**src/rtl/cpu_mem_responder.sv**
```systemverilog
// CPU data-memory responder with buffered video writes. dmem_out is 1 cycle after the address; video writes go out the cycle after their push.
// The video port may stall under valid/ready; CPU video writes that arrive while the FIFO is full and not popping are dropped, and overflow is latched.
module sync_fifo #(
  parameter int W     = 24,
  parameter int DEPTH = 4,
  parameter int CW    = 3
) (
  input  logic          clock,
  input  logic          reset,
  input  logic          in_vld,
  input  logic [W-1:0]  in_dat,
  output logic          in_rdy,
  output logic          out_vld,
  output logic [W-1:0]  out_dat,
  input  logic          out_rdy,
  output logic [CW-1:0] count
);
  localparam int AW = CW - 1;
  localparam logic [CW-1:0] FULL_CNT = CW'(DEPTH);

  logic [W-1:0]  store [DEPTH];
  logic [AW-1:0] wr_ptr;
  logic [AW-1:0] rd_ptr;
  logic          push;
  logic          pop;

  assign out_vld = (count != '0);
  assign out_dat = store[rd_ptr];
  assign pop     = out_vld && out_rdy;
  // A full FIFO still accepts a write when the head leaves in the same cycle.
  assign in_rdy  = (count != FULL_CNT) || pop;
  assign push    = in_vld && in_rdy;

  always_ff @(posedge clock) begin
    if (push) begin
      store[wr_ptr] <= in_dat;
    end
  end

  always_ff @(posedge clock or negedge reset) begin
    if (!reset) begin
      wr_ptr <= '0;
      rd_ptr <= '0;
      count  <= '0;
    end else begin
      if (push) wr_ptr <= wr_ptr + 1'b1;
      if (pop)  rd_ptr <= rd_ptr + 1'b1;
      case ({push, pop})
        2'b10:   count <= count + 1'b1;
        2'b01:   count <= count - 1'b1;
        default: count <= count;
      endcase
    end
  end
endmodule

module cpu_mem_responder #(
  parameter int DMEM_AW    = 8,
  parameter int FIFO_DEPTH = 4,
  parameter int CW         = 3
) (
  input  logic          clock,
  input  logic          reset,
  input  logic [15:0]   mem_addr,
  input  logic          dmem_we,
  input  logic          vmem_we,
  input  logic [7:0]    wdata,
  output logic [7:0]    dmem_out,
  output logic [15:0]   vmem_addr,
  output logic [7:0]    vmem_data,
  output logic          vmem_wr,
  input  logic          vmem_ready,
  output logic [CW-1:0] fifo_count,
  output logic          fifo_full,
  output logic          overflow
);
  localparam logic [CW-1:0] FULL_CNT = CW'(FIFO_DEPTH);

  logic [7:0]         dmem [2**DMEM_AW];
  logic [DMEM_AW-1:0] idx;
  logic               push_rdy;
  logic [23:0]        head_dat;

  assign idx = mem_addr[DMEM_AW-1:0];

  always_ff @(posedge clock) begin
    if (dmem_we) begin
      dmem[idx] <= wdata;
    end
  end

  // Write-first: a same-cycle write to the read index returns the new byte.
  always_ff @(posedge clock or negedge reset) begin
    if (!reset) begin
      dmem_out <= 8'hff;
    end else begin
      dmem_out <= dmem_we ? wdata : dmem[idx];
    end
  end

  sync_fifo #(
    .W     (24),
    .DEPTH (FIFO_DEPTH),
    .CW    (CW)
  ) u_vfifo (
    .clock   (clock),
    .reset   (reset),
    .in_vld  (vmem_we),
    .in_dat  ({mem_addr, wdata}),
    .in_rdy  (push_rdy),
    .out_vld (vmem_wr),
    .out_dat (head_dat),
    .out_rdy (vmem_ready),
    .count   (fifo_count)
  );

  assign vmem_addr = head_dat[23:8];
  assign vmem_data = head_dat[7:0];
  assign fifo_full = (fifo_count == FULL_CNT);

  always_ff @(posedge clock or negedge reset) begin
    if (!reset) begin
      overflow <= 1'b0;
    end else if (vmem_we && !push_rdy) begin
      overflow <= 1'b1;
    end
  end
endmodule

```
**config.mk**
```make
export PLATFORM = sky130hd
export DESIGN_NAME = cpu_mem_responder
export DESIGN_NICKNAME = d
export VERILOG_FILES = /design/src/rtl/cpu_mem_responder.sv
export SDC_FILE = /design/constraint.sdc
export NUM_CORES = 2
export LEC_CHECK = 0
export BUFFER_PORTS_ARGS = -buffer_cell sky130_fd_sc_hd__buf_4
export CORE_ASPECT_RATIO = 1.1
export CORE_MARGIN = 2
export CORE_UTILIZATION = 40
export CTS_CLUSTER_DIAMETER = 100
export DETAILED_ROUTE_END_ITERATION = 10
export PLACE_DENSITY = 0.6
export SETUP_SLACK_MARGIN = 0.05
export SLEW_MARGIN = 0
export SYNTH_ARGS = -nofsm -noshare
export SYNTH_HDL_FRONTEND = slang
export SYNTH_SLANG_ARGS = --single-unit
export TNS_END_PERCENT = 50
```
**constraint.sdc**
```tcl
create_clock -name clock -period 3.1 [get_ports clock]
set_input_delay 0.155 -clock clock [delete_from_list [all_inputs] [get_ports clock]]
set_output_delay 0.155 -clock clock [all_outputs]
set_load 0.03 [all_outputs]
```
==> impl_metrics.tcl <==
set metrics [dict create \
    cts_buffer_depth 3 \
    dieArea_um2 213000 \
    vias 44300 \
    synth-async-reset-ratio 0.00741 \
    grt_max_degree 105 \
    avgSynthCellArea_um2 21.0 \
    clock_latency_ps 850 \
    final_nets 4759 \
    grt_pass1_vias 44000 \
    crit_fanout 19 \
    crit_path_start_kind "primary input" \
    post_cts_buffers 0 \
    p_per_area_nw_per_um2 627 \
    drt_wl_total_mm 238 \
    io_buffer_count 66 \
    skew_ps 28.6 \
    grt_overflow 0 \
    dieHeight_um 484 \
    fin_util 0.473 \
    hp-class "in -> reg" \
    final_common_cell "edfxtp_1" \
    yosysWarnings 0 \
    path_buf_inv 4 \
    min_from "wdata[1]" \
    synth_edf_count 2144 \
    setup_viol 1 \
    ys_ff_latch 2160 \
    routabilityCongestion 0.912 \
    place_ws_ps -33.1 \
    crit_arrival_ps 3880 \
    worstPathRequired_ps 3880 \
    reg2reg_from "dmem[175][5]" \
    cts.sink_count 2160 \
    slowest_stage "o41ai_1" \
    period_minus_slack_ps 3100 \
    drc 0 \
    hold_viol 0 \
    h-tree-depth 4 \
    core_area_um2 209000 \
    failed_checks "negative setup slack" \
    crit_family "compound AO/OA/AOI/OAI gates" \
    end_kind "flop" \
    cts_tree "done" \
    num_rows 176 \
    finalPower_uw 61900 \
    antenna_found_initial 6 \
    dpl_cell_area_um2 92100 \
    design_area_um2 98800 \
    tightest_slew_ps 1150 \
    drtAntennaViolNets 0 \
    crit_path_frequent_cell "buf_4" \
    seq_area_um2 64800 \
    root_buffer "clkbuf_16" \
    drive_above_1_share 0.308 \
    finalSetupTns_ps -1.58 \
    status "complete, but fails checks" \
    dp_hpwl_mm 160 \
    io_pins 67 \
    crit_chain "dlygate4sd3_1 > buf_4 > buf_4 > nor2b_2 > nand2_1 > o22ai_1 > o41ai_1 > o221ai_1 > buf_4 > o22ai_1" \
    max_freq_mhz 322 \
    multi_input_area_um2 17600 \
    crit_type "in -> reg" \
    syn-num-nets 4028 \
    path_clk_slew_ps 60 \
    syn-cell-area_um2 83800 \
    power_leakage_uw 0.0322 \
    area_growth_pct 17.9 \
    drv_slew 0 \
    synthCells 3993 \
    grt_pass1_wl_mm 336 \
    mostFrequentLayoutCells "edfxtp_1 (2144), buf_4 (668), mux4_2 (454), nor2_1 (313), clkbuf_16 (204)" \
    yosysUniqueCellTypes 73 \
    fin_crit_sh 1.00 \
    finalWorstSetupSlack_ps -1.58 \
    numCtsBuffers 202 \
    grt_util_all_layers 0.223 \
    cpPeakStageDelay_ps 940 \
    routedWlPerCell_um 31.2 \
    seq_area_frac_synth 0.773 \
    r2r-end "dmem_out[5]" \
    relSlewSlack 0.231 \
    maxCapViolations 0 \
    via_per_inst 5.80 \
    regToRegSetupSlack_ps 280 \
    first_pass_iters 5 \
    initial_core_util 0.401 \
    ir_drop_v 0.000483 \
    drt_iter0_markers 5584 \
    rsz0062_at_grt "no" \
    hold_end "dmem[217][1]" \
    holdPathStages 1 \
    reg2reg_depth 8 \
    fillCellCount 17200 \
    yosys_most_used_dff "edfxtp_1" \
    die_w_um 440 \
]
-- state kept, by name, summed over array words and instances (netlist names) --
register and count:
dmem 2048, overflow 1, u_vfifo.rd_ptr 2, u_vfifo.wr_ptr 2, u_vfifo.count 3, dmem_out 8
u_vfifo.store 96
-- power by group --
part	internal [uW]	switching, uW
Sequential	32500	200
Clock	13300	10700
Combinational	1990	3190
Total	47800	14100
-- cells by family (layout without fill, tap and decap cells) --
family          count (synthesis)  after routing  share of synthesized area
flops                        2160           2160                      0.773
mux                           676            676                      0.149
simple gates                  554            554                     0.0297
compound gates                342            342                     0.0293
buf+inv                       249           1142                     0.0173
fa+ha+maj                       6              6                   0.000985
xor+xnor                        6              6                   0.000627
other cells                     0              2                          0
-- per-layer routing --
| layer | vias to the layer above | routed length, um | track usage |
|---|---|---|---|
| met5 | - | 27 | 0 |
| met3 | 440 | 21500 | 0.0478 |
| met2 | 2207 | 113000 | 0.353 |
| li1 | 18100 | - | - |
| met4 | 4 | 10300 | 0.0855 |
| met1 | 23600 | 93300 | 0.303 |
-- cell type report --
type	count	share of cell area
diodes	2	0.0000507
clock inverters	108	0.0103
multi-input cells	1584	0.178
clock buffers	258	0.0540
well taps	2759	0.0349
repair buffers	763	0.0662
flip-flops and latches	2160	0.656
inverters	13	0.000507
-- worst max path at each step --
stage                      from               end  slack [ps]  cells past startpoint
6_report            mem_addr[5]       dmem_out[3]          -2                     10
5_1_grt             mem_addr[0]       dmem_out[5]         150                     11
4_1_cts             mem_addr[0]       dmem_out[5]         310                     11
3_5_place_dp        mem_addr[2]       dmem_out[6]         -30                      9
3_3_place_gp        mem_addr[1]       dmem_out[0]         -20                     10
2_1_floorplan  u_vfifo.count[0]  u_vfifo.count[2]         620                     12
-- synth_stat cells, types with 20 or more instances --
master / count / area (um2)
edfxtp_1: 2144 / 64400
mux4_2: 454 / 10200
nor2_1: 314 / 1180
mux2i_1: 200 / 2000
o22ai_1: 110 / 688
clkbuf_1: 81 / 304
nand2_1: 66 / 248
buf_2: 61 / 305
buf_4: 53 / 398
a22oi_1: 52 / 390
nand3_1: 48 / 240
a211oi_1: 30 / 225
buf_6: 26 / 293
a21oi_1: 23 / 115
mux2_2: 22 / 248
a221oi_1: 20 / 175
-- stage by stage --
step / cells / hold WS (ps)
after floorplan: 3993 / -141
after global placement: 7248 / 86.8
after detailed placement: 7248 / 88.5
after CTS: 7645 / 3.30
after global routing: 7646 / 38.1
final: 7647 / 22.5
-- repair_timing --
action                                  4_1_cts  5_1_grt
resized for setup                             0        0
endpoints found under the hold margin       350        0
hold buffers                                 31        0
endpoints found under the setup margin        0        0
No activity file was read; power rests on OpenSTA's default activity.
